--- src/rtl/imem_loader_if.sv ---
// Byte-stream handshake plus instruction-memory upload port for the program loader.
// master = stream source / memory side, slave = loader.
interface imem_loader_if;
  logic        byte_valid;
  logic [7:0]  byte_in;
  logic        byte_ready;
  logic        iwr_en;
  logic [31:0] iwr_addr;
  logic [31:0] iwr_data;

  modport master (
    output byte_valid, byte_in,
    input  byte_ready, iwr_en, iwr_addr, iwr_data
  );

  modport slave (
    input  byte_valid, byte_in,
    output byte_ready, iwr_en, iwr_addr, iwr_data
  );
endinterface

--- src/rtl/imem_loader.sv ---
// Program loader: assembles little-endian 32-bit words from a byte stream and writes
// them into instruction memory, holding the core stalled until the load completes.
module imem_loader #(
  parameter int unsigned DEPTH = 20,
  parameter int unsigned CNT_W = 5
) (
  input  logic             clk,
  input  logic             rst,
  input  logic             start,
  input  logic [CNT_W:0]   n_words,
  imem_loader_if.slave     bus,
  output logic             core_hold,
  output logic             busy,
  output logic             done,
  output logic             err,
  output logic [31:0]      checksum
);

  typedef enum logic [2:0] {
    S_IDLE,
    S_RECV,
    S_WRITE,
    S_DONE,
    S_ERR
  } state_t;

  localparam logic [CNT_W:0] DEPTH_C = (CNT_W+1)'(DEPTH);
  localparam logic [CNT_W:0] ONE_W   = (CNT_W+1)'(1);

  state_t           r_state;
  logic [CNT_W:0]   r_nw;
  logic [CNT_W-1:0] r_idx;
  logic [1:0]       r_bcnt;
  logic [23:0]      r_lo;
  logic             r_byte_ready;
  logic             r_iwr_en;
  logic [31:0]      r_iwr_addr;
  logic [31:0]      r_iwr_data;
  logic             r_core_hold;
  logic             r_busy;
  logic             r_done;
  logic             r_err;
  logic [31:0]      r_checksum;

  logic             w_count_ok;
  logic             w_last_word;

  assign w_count_ok  = (n_words != '0) && (n_words <= DEPTH_C);
  assign w_last_word = ({1'b0, r_idx} == (r_nw - ONE_W));

  always_ff @(posedge clk) begin
    if (rst) begin
      r_state      <= S_IDLE;
      r_nw         <= '0;
      r_idx        <= '0;
      r_bcnt       <= '0;
      r_lo         <= '0;
      r_byte_ready <= 1'b0;
      r_iwr_en     <= 1'b0;
      r_iwr_addr   <= '0;
      r_iwr_data   <= '0;
      r_core_hold  <= 1'b1;
      r_busy       <= 1'b0;
      r_done       <= 1'b0;
      r_err        <= 1'b0;
      r_checksum   <= '0;
    end else begin
      case (r_state)
        S_IDLE, S_DONE, S_ERR: begin
          if (start) begin
            r_core_hold <= 1'b1;
            r_done      <= 1'b0;
            if (w_count_ok) begin
              r_state      <= S_RECV;
              r_nw         <= n_words;
              r_idx        <= '0;
              r_bcnt       <= '0;
              r_checksum   <= '0;
              r_err        <= 1'b0;
              r_busy       <= 1'b1;
              r_byte_ready <= 1'b1;
            end else begin
              r_state      <= S_ERR;
              r_err        <= 1'b1;
              r_busy       <= 1'b0;
              r_byte_ready <= 1'b0;
            end
          end
        end

        S_RECV: begin
          if (bus.byte_valid) begin
            r_bcnt <= r_bcnt + 2'd1;
            case (r_bcnt)
              2'd0: r_lo[7:0]   <= bus.byte_in;
              2'd1: r_lo[15:8]  <= bus.byte_in;
              2'd2: r_lo[23:16] <= bus.byte_in;
              default: begin
                // The 4th byte goes straight into the write word, never into r_lo.
                r_state      <= S_WRITE;
                r_byte_ready <= 1'b0;
                r_iwr_en     <= 1'b1;
                r_iwr_data   <= {bus.byte_in, r_lo};
                r_iwr_addr   <= {{(30-CNT_W){1'b0}}, r_idx, 2'b00};
              end
            endcase
          end
        end

        S_WRITE: begin
          r_iwr_en   <= 1'b0;
          r_checksum <= r_checksum ^ r_iwr_data;
          r_idx      <= r_idx + CNT_W'(1);
          if (w_last_word) begin
            r_state     <= S_DONE;
            r_busy      <= 1'b0;
            r_done      <= 1'b1;
            r_core_hold <= 1'b0;
          end else begin
            r_state      <= S_RECV;
            r_bcnt       <= '0;
            r_byte_ready <= 1'b1;
          end
        end

        default: r_state <= S_IDLE;
      endcase
    end
  end

  assign bus.byte_ready = r_byte_ready;
  assign bus.iwr_en     = r_iwr_en;
  assign bus.iwr_addr   = r_iwr_addr;
  assign bus.iwr_data   = r_iwr_data;
  assign core_hold      = r_core_hold;
  assign busy           = r_busy;
  assign done           = r_done;
  assign err            = r_err;
  assign checksum       = r_checksum;

endmodule

--- src/flat_wrapper.sv ---
// flat-port wrapper written by rule: the top's interface ports become plain ports
module imem_loader_flat 
#(
  parameter int unsigned DEPTH = 20,
  parameter int unsigned CNT_W = 5
)
  (clk, rst, start, n_words, core_hold, busy, done, err, checksum, bus_byte_valid, bus_byte_in, bus_byte_ready, bus_iwr_en, bus_iwr_addr, bus_iwr_data);
  imem_loader_if bus_i ();
  input  logic clk;
  input  logic rst;
  input  logic start;
  input  logic [CNT_W:0] n_words;
  output logic core_hold;
  output logic busy;
  output logic done;
  output logic err;
  output logic [31:0] checksum;
  input wire logic [$bits(bus_i.byte_valid)-1:0] bus_byte_valid;
  input wire logic [$bits(bus_i.byte_in)-1:0] bus_byte_in;
  output wire logic [$bits(bus_i.byte_ready)-1:0] bus_byte_ready;
  output wire logic [$bits(bus_i.iwr_en)-1:0] bus_iwr_en;
  output wire logic [$bits(bus_i.iwr_addr)-1:0] bus_iwr_addr;
  output wire logic [$bits(bus_i.iwr_data)-1:0] bus_iwr_data;
  assign bus_i.byte_valid = bus_byte_valid;
  assign bus_i.byte_in = bus_byte_in;
  assign bus_byte_ready = bus_i.byte_ready;
  assign bus_iwr_en = bus_i.iwr_en;
  assign bus_iwr_addr = bus_i.iwr_addr;
  assign bus_iwr_data = bus_i.iwr_data;
  imem_loader #(.DEPTH(DEPTH), .CNT_W(CNT_W)) u_core (.clk(clk), .rst(rst), .start(start), .n_words(n_words), .bus(bus_i), .core_hold(core_hold), .busy(busy), .done(done), .err(err), .checksum(checksum));
endmodule
--- config.mk ---
export PLATFORM = sky130hd
export DESIGN_NAME = imem_loader_flat
export DESIGN_NICKNAME = d
export VERILOG_FILES = /design/src/rtl/imem_loader_if.sv /design/src/rtl/imem_loader.sv /design/src/flat_wrapper.sv
export SDC_FILE = /design/constraint.sdc
export NUM_CORES = 1
export LEC_CHECK = 0
export ABC_AREA = 0
export CORE_ASPECT_RATIO = 0.8
export CORE_UTILIZATION = 44
export DETAILED_ROUTE_END_ITERATION = 10
export GPL_TIMING_DRIVEN = 1
export PLACE_DENSITY = 0.78
export SYNTH_ARGS = -nofsm -noshare
export SYNTH_HDL_FRONTEND = slang
export SYNTH_SLANG_ARGS = --single-unit
--- constraint.sdc ---
create_clock -name clk -period 1.8 [get_ports clk]
set_input_delay 0.18 -clock clk [delete_from_list [all_inputs] [get_ports clk]]
set_output_delay 0.18 -clock clk [all_outputs]
set_load 0.05 [all_outputs]
Word-level counts from Yosys, hierarchy flattened
Cells that the tools add are included.

word-level totals
  register bits after elaboration = 115
  bits of input ports = 18
  output and inout bits = 102
  word-level logic and storage cells = 90

cells by class
  add/subtract/negate cells = 3
  order comparisons = 1
  equality and inequality tests = 13
  muxes and demuxes = 34
  bitwise gates (word level) = 2
  reduce and logical (&&, ||, !) cells = 21

operator list
  operator             number
  $mux 32              2
  $pmux 32 s2          1
  $xor 32x32->32       1
  $reduce_and 3->1     9
  $mux 1               12
  $mux 3               4
  $mux 2               5
  $mux 5               2
  $pmux 5 s2           1
  $reduce_and 5->1     2
  $pmux 3 s3           1
  $ne 2x2->1 const B   4
  $pmux 1 s2           4
  $eq 3x2->1 const B   2
  $eq 5x6->1           1
  $le 6x5->1 const B   1
  $pmux 2 s3           1
  $reduce_bool 6->1    1
  $reduce_or 3->1      2
  $sub 6x1->6 const B  1
  $add 5x1->5 const B  1
  $ne 2x1->1 const B   2
  $reduce_bool 2->1    2
  $eq 3x1->1 const B   1
  other kinds (11)     11

Longest topological paths before layout
Gate-level depths: netlist of the first run.

  depth in word-level cells = 5
  depth in mapped cells = 8
  depth with buffers taken out = 8

Least setup slack after synthesis of the first run
No wires, ideal clock.

  path type = register -> register
  start = register u_core.r_nw[0]
  end = register u_core.r_byte_ready, in the netlist u_core.bus.byte_ready
  setup time = 88 ps
  data arrival time = 1737 ps
  data required time = 1712 ps
  slack = -25 ps
  cell stages (with the launch flop) = 9
  path buffers = 0
  clock period less this slack = 1825 ps
  cell sequence = dfxtp_1 -> inv_1 -> ha_1 -> nand2b_1 -> o211a_1 -> o31ai_1 -> nand3_1 -> and3_1 -> a311oi_2

on the way
  word-level cells in the longest chain between the ends = 4

ends and longest elaborated chain
  item                        RTL line           RTL
  start: declaration          imem_loader.sv:31  logic [CNT_W:0] r_nw;
  start signal: assignment    imem_loader.sv:75  r_nw <= n_words;
  $sub 6x1->6                 imem_loader.sv:49  assign w_last_word = ({1'b0, r_idx} == (r_nw - ONE_W));
  $eq 5x6->1                  imem_loader.sv:49
  $ne 2x2->1 (no line)        -
  $reduce_and 5->1 (no line)  -
  end signal: assignment      imem_loader.sv:58  r_byte_ready <= 1'b0;
  end signal: assignment      imem_loader.sv:81  r_byte_ready <= 1'b1;
  end signal: assignment      imem_loader.sv:86  r_byte_ready <= 1'b0;
  end: declaration            imem_loader.sv:35  logic r_byte_ready;

Every way passes these cells.
A chain may end at the register's enable or synchronous reset.

Final worst setup path of the first run
  start = register u_core.r_iwr_data[31], in the netlist u_core.bus.iwr_data[31]
  end = output port bus_iwr_data[31]

RTL lines
  item                      RTL line            RTL
  start: declaration        imem_loader.sv:38   logic [31:0] r_iwr_data;
  start signal: assignment  imem_loader.sv:103  r_iwr_data <= {bus.byte_in, r_lo};
  end: declaration          flat_wrapper.sv:23  output wire logic [$bits(bus_i.iwr_data)-1:0] bus_iwr_data;

No word-level cell between the ends.

==> results.toml, run 1 <==
[status]
status = "finished clean"

[worst_setup_path]
start_kind = "register"
critical_path.cell_chain = "clkdlybuf4s50_1"
cp_max_fo = 3
critical_path.n_buffers_inverters = 1
endpoint_kind = "output port"
path_delay_family = "buffers and inverters"
critPathMaxStageDelay_ps = 820
required_time_of_the_worst_setup_path_ps = 1620
cp_slowest_cell = "sky130_fd_sc_hd__clkdlybuf4s50_1"
worst-setup-path-type = "reg2out"
cp_data_arrival_time_ps = 1580

[final_layout]
fill_cells = 813
area_taken_by_multi_input_logic_gates_um2 = 2290
area_growth_syn_to_layout_pct = 41.1
instances_no_fill = 838
postLayoutCoreUtil = 0.649
final_layout_size_suffix_gt1_frac = 0.142
insertedDiodeCount = 0
finalNetCount = 709
ff_latch_area_um2 = 2310

[drt]
wire_per_inst_um = 14.0
drc = 0
routed-via-count = 4149
post_drt_via_cell_ratio = 4.95
finalWirelength_mm = 11.7
routed_antenna_nets = 0
drt_first_iter_violations = 226
drtPass1Iterations = 4

[power_and_ir_drop]
p_per_area_nw_per_um2 = 1050
leakagePower_nw = 3.13
power.ir.vdd_worst_uv = 728

[placed_design]
dpl.cell_count = 801
detailed_place_hpwl_mm = 7.99
gp_congestion = 0.839
io_buffer_count = 92
pre_cts_ws_ps = -399

[floorplan]
floorplan.die_area_um2 = 11300
chipHeight_um = 95.3
top_level_ports = 120
core_area_um2 = 10400
die_x_um = 119
initial_utilization = 0.460
placementRows = 33

[timing]
maxSlewHeadroom = 0.577
worst_pin_slew_ps = 627
grt_setup_unrepaired = "true"
min_period_ps = 1760
min_period_over_period = 0.980
slew_viol_final = 0
setup_ws_ps = 35.3
finalHoldViolations = 0
maxClockFrequency_mhz = 567
clock_skew_ps = 6.94
setup_viol_count_final = 0

[clock_tree]
cts_sinks = 115
postCtsHoldBufs = 0
cts_htree_levels = 4
clock_tree.buffer_depth = 2
cts_inserted_buffers = 17
clk_pin_slew_ps = 50
cts_tree = "yes"
cts.root.buffer_cell = "sky130_fd_sc_hd__clkbuf_16"
clock_latency_at_the_later_pin_of_the_worst_skew_pair_ps = 410

[synth]
yosysMostFrequentCell = "sky130_fd_sc_hd__nand2_1"
synth_area_leader_cell = "sky130_fd_sc_hd__dfxtp_1"
async_reset_ff_frac = 0
synth_enable_flop_cells = 0
synth_cells = 574
mappedNetlistArea_um2 = 4790
synth_largest_type_area_fraction = 0.481
yosys-top-cells-count = "sky130_fd_sc_hd__nand2_1 (142), sky130_fd_sc_hd__dfxtp_1 (115), sky130_fd_sc_hd__a21oi_1 (67)"
synth_area_leaders = "sky130_fd_sc_hd__dfxtp_1 (48%), sky130_fd_sc_hd__nand2_1 (11%), sky130_fd_sc_hd__a21oi_1 (7.0%), sky130_fd_sc_hd__xor2_1 (6.6%), sky130_fd_sc_hd__buf_4 (4.2%)"
synth.avg_cell_area_um2 = 8.34
post_synth_num_cell_types = 48
dominantRegCellSynth = "sky130_fd_sc_hd__dfxtp_1"
syn_warnings = 0
seq_area_frac_synth = 0.481
yosys_register_bits = 115

[grt]
pin_count_of_the_biggest_net_entering_global_routing = 72
grt_antenna_before_repair = 0
grt_use_total = 0.216
first_global_vias = 3997
gr-total-overflow = 0
grt_pass1_wl_mm = 19.0

[run]
drv.max_cap_violation_count = 0

[hold_path]
hold_path_class = "in2reg"
[logic make-up (layout without fill, tap and decap cells)]
group,count (synthesis),in the layout,synth area share
flops,115,115,0.481
other cells,1,27,0.000784
simple gates,247,247,0.222
compound gates,90,90,0.112
xor+xnor,41,41,0.0750
mux,5,5,0.0105
fa+ha+maj,6,6,0.0157
buf+inv,69,167,0.0831
[cell usage in the layout, fill, tap and decap left out, drive strengths merged, types with 2 or more instances in the layout]
master           n
clkdlybuf4s50   50
ha               6
o21ai            4
conb            27
bufinv           4
a31oi            3
xor2            36
nand2b           4
clkinv           4
nor2            55
clkbuf          20
inv             13
xnor2            5
o31ai            2
nand3           27
and3             3
buf             35
dlygate4sd2      2
dlymetal6s2s    38
nand4            3
a21oi           68
o211ai           3
mux2i            5
a311oi           2
nand2          142
dfxtp          115
nor3             5
[layer usage]
metal  global-route usage  share of wire  vias up
met3               0.0610          0.051       20
li1                     -              -     2053
met5                    0              0        -
met4               0.0981          0.018        0
met2                0.365           0.50      117
met1                0.257           0.44     1959
[registers in the layout, summed over array words and instances (netlist names)]
register and cells:
u_core.busy 1, u_core.bus.iwr_en 1, u_core.r_lo 24, u_core.checksum 32, u_core.r_idx 5, u_core.done 1
u_core.r_nw 6, u_core.r_bcnt 2, u_core.err 1, u_core.bus.iwr_addr 5, u_core.r_state 3, u_core.bus.byte_ready 1
u_core.core_hold 1, u_core.bus.iwr_data 32
[final cells by class]
class / count / area share
Clock buffer: 20 / 0.0661
Clock inverter: 12 / 0.0263
Inverter: 10 / 0.00556
Multi-Input combinational cell: 416 / 0.340
Sequential cell: 115 / 0.342
Tap cell: 140 / 0.0259
Timing Repair Buffer: 125 / 0.195
[power breakdown]
part / leakage, nW / internal [mW] / switching, mW / total, mW
Sequential: 0.930 / 2.60 / 0.0505 / 2.65
Combinational: 1.89 / 0.333 / 0.554 / 0.886
Clock: 0.305 / 2.36 / 1.17 / 3.53
Total: 3.13 / 5.29 / 1.78 / 7.07
[per-stage QoR]
stage / cell area (um^2) / setup TNS [ps] / power [mW] / hold slack, ps
floorplan: 4890 / 0 / 3.27 / 316
global route: 6750 / -84.2 / 7.34 / 92.0
global placement: 5880 / -11260 / 3.46 / 433
finish: 6750 / 0 / 7.07 / 98.3
detailed placement: 5880 / -13910 / 3.49 / 445
CTS: 6550 / 0 / 7.05 / 77.0
[path summary, 6_finish.rpt]
| path | from | to | slack (ps) | depth (start not counted) |
|---|---|---|---|---|
| worst max-delay path | u_core.bus.iwr_data[31]$_SDFFE_PP0P_ | bus_iwr_data[31] | 40 | 1 |
| worst min-delay path | rst | u_core.busy$_SDFFE_PP0P_ | 100 | 2 |
| worst max register to register | u_core.r_nw[0]$_SDFFE_PP0P_ | u_core.busy$_SDFFE_PP0P_ | 50 | 9 |
| worst min register to register | u_core.err$_SDFFE_PP0P_ | u_core.err$_SDFFE_PP0P_ | 460 | 2 |
[what timing repair did]
action,4_1_cts,5_1_grt
endpoints found under the setup margin,9,132
resized for setup,11,56
pin swaps,6,13
buffers inserted,2,3
Note: power is estimated with default switching activity, not from simulation.
==> inputs of run 2 (changes only) <==
--- a/config.mk
+++ b/config.mk
@@ -11,6 +11,7 @@
 export DETAILED_ROUTE_END_ITERATION = 10
 export GPL_TIMING_DRIVEN = 1
 export PLACE_DENSITY = 0.78
+export SETUP_SLACK_MARGIN = 0.1
 export SYNTH_ARGS = -nofsm -noshare
 export SYNTH_HDL_FRONTEND = slang
 export SYNTH_SLANG_ARGS = --single-unit
==> run 2 against run 1 <==
Effect of this change: wire length rose by 3.2%; count of clock-buffer cells in the layout down 1; clock skew is 2.2 ps lower; final cell count up 0.60%; sequential cell count stayed put; combinational power grew 12%; utilization decreased by 0.59 points; hold slack better by 7.4 ps; first-iteration DRC count decreased by 11%; highest routed layer unchanged.
==> results.toml, run 2 (synthesized netlist as in run 1, its figures left out) <==
[status]
status = "finished clean"

[final_layout]
ff_latch_area_um2 = 2310
area_taken_by_multi_input_logic_gates_um2 = 2300
fill_cells = 876
final_layout_size_suffix_gt1_frac = 0.154
area_growth_syn_to_layout_pct = 39.8
mostFrequentLayoutCell = "sky130_fd_sc_hd__nand2_1"
final_cell_mix = "sky130_fd_sc_hd__nand2_1 (131), sky130_fd_sc_hd__dfxtp_1 (111), sky130_fd_sc_hd__dlygate4sd2_1 (78)"
finalNetCount = 714
insertedDiodeCount = 0

[drt]
finalWirelength_mm = 12.1
drt_first_iter_violations = 201
wire_per_inst_um = 14.3
drtPass1Iterations = 4
drc = 0
routed_antenna_nets = 0
routed-via-count = 4233
post_drt_via_cell_ratio = 5.02

[clock_tree]
postCtsHoldBufs = 0
cts.root.buffer_cell = "sky130_fd_sc_hd__clkbuf_16"
clock_latency_at_the_later_pin_of_the_worst_skew_pair_ps = 410
clock_tree.buffer_depth = 2
cts_tree = "yes"
cts_sinks = 115
cts_htree_levels = 4
cts_inserted_buffers = 17
clk_pin_slew_ps = 50

[worst_setup_path]
timing.rr.start = "u_core.r_nw[0]$_SDFFE_PP0P_"
cp_slowest_cell = "sky130_fd_sc_hd__dfxtp_2"
cp_max_fo = 5
cp_data_arrival_time_ps = 2100
critical_path.cell_chain = "inv_2 > ha_4 > nand2b_4 > o211a_1 > o31ai_2 > nand3_2 > buf_6 > a311o_1 > o21ai_2"
endpoint_kind = "register"
required_time_of_the_worst_setup_path_ps = 2150
timing.reg2reg.setup_slack_ps = 50
start_kind = "register"
timing.rr.end = "u_core.r_bcnt[1]$_SDFFE_PP0P_"
critPathMaxStageDelay_ps = 340
worst-setup-path-type = "reg2reg"
timing.reg2reg.worst_path_depth = 9

[timing]
totalNegativeSetupSlack_ps = 0
whs_ps = 106
min_period_ps = 1750
setup_ws_ps = 52.6
worst_pin_slew_ps = 537
maxClockFrequency_mhz = 572
slew_viol_final = 0
clock_skew_ps = 4.72
grt_setup_unrepaired = "true"
maxSlewHeadroom = 0.638
finalHoldViolations = 0
min_period_over_period = 0.971
setup_viol_count_final = 0

[hold_path]
holdPathEnd = "u_core.r_nw[1]$_SDFFE_PP0P_"
min-delay-start = "rst"
hold_path_class = "in2reg"
hold-path-cell-count = 2

[placed_design]
pre_cts_ws_ps = -379
detailed_place_hpwl_mm = 8.02
io_buffer_count = 92
gp_congestion = 0.823

[grt]
pin_count_of_the_biggest_net_entering_global_routing = 70
gr-total-overflow = 0
grt_use_total = 0.217
first_global_vias = 3951
grt_pass1_wl_mm = 19.1
grt_antenna_before_repair = 0

[run]
drv.max_cap_violation_count = 0

[floorplan]
core_area_um2 = 10400
chipHeight_um = 95.3
placementRows = 33
top_level_ports = 120
floorplan.die_area_um2 = 11300
die_x_um = 119
initial_utilization = 0.460

[power_and_ir_drop]
leakagePower_nw = 2.87
p_per_area_nw_per_um2 = 1070
power.ir.vdd_worst_uv = 679
[run 2: cell types whose count changed in the layout (fill, tap and decap cells not counted), sizes merged]
cell / previous run / this run
clkinv: 4 / 5
clkdlybuf4s50: 50 / 12
dlymetal6s2s: 38 / 0
inv: 13 / 11
buf: 35 / 39
dlygate4sd2: 2 / 78
clkinvlp: 1 / 3
[run 2: report_power, final]
group,switching [mW],internal (mW)
combinational,0.604,0.388
sequential,0.0481,2.60
clock,1.18,2.31
total,1.83,5.30
[run 2: what timing repair did]
item / 4_1_cts / 5_1_grt
buffers inserted: 5 / 4
resized for setup: 90 / 25
endpoints found under the setup margin: 140 / 84
gates cloned: 2 / 1
pin swaps: 7 / 17
[run 2: worst max-delay path by stage]
stage	startpoint	to	slack, ps	cells after the start
6_report	u_core.r_nw[0]$_SDFFE_PP0P_	u_core.r_bcnt[1]$_SDFFE_PP0P_	50	9
5_1_grt	u_core.r_state[2]$_SDFFE_PP0P_	u_core.checksum[1]$_SDFFE_PP0P_	-30	9
4_1_cts	u_core.r_nw[0]$_SDFFE_PP0P_	u_core.r_bcnt[1]$_SDFFE_PP0P_	60	9
3_5_place_dp	n_words[0]	u_core.r_bcnt[1]$_SDFFE_PP0P_	-380	7
3_3_place_gp	n_words[0]	u_core.r_bcnt[1]$_SDFFE_PP0P_	-360	7
2_1_floorplan	u_core.r_nw[0]$_SDFFE_PP0P_	u_core.bus.byte_ready$_SDFFE_PP0P_	30	8
[run 2: layer usage]
| metal | GRT usage | up-vias | routed length, um |
|---|---|---|---|
| li1 | - | 2065 | - |
| met1 | 0.268 | 2016 | 5360 |
| met2 | 0.358 | 130 | 5840 |
| met3 | 0.0592 | 22 | 640 |
| met4 | 0.100 | 0 | 249 |
| met5 | 0 | - | 0 |
[run 2: area by class of cell]
cell class,count,area share
sequential,115,0.345
tap,140,0.0262
inverter,10,0.00561
multi-input combinational,416,0.343
timing repair buffer,130,0.188
clock inverter,13,0.0275
clock buffer,19,0.0647
[run 2: through the flow]
stage	power [mW]	instance area [um^2]	instances	util
final	7.13	6690	843	0.643
after global routing	7.37	6690	843	0.643
after CTS	7.08	6570	839	0.632
after detailed placement	3.50	5910	800	0.568
after global placement	3.48	5910	800	0.568
after floorplan	3.28	4910	600	-
[run 2: critical path, delay by kind of cell, from the launching register on]
kind | cells | cell delay (ps)
AO/OA/AOI/OAI | 4 | 700
flip-flops | 1 | 340
AND/OR/NAND/NOR | 2 | 290
adder cells (fa/ha/maj) | 1 | 160
buffers and inverters | 2 | 210
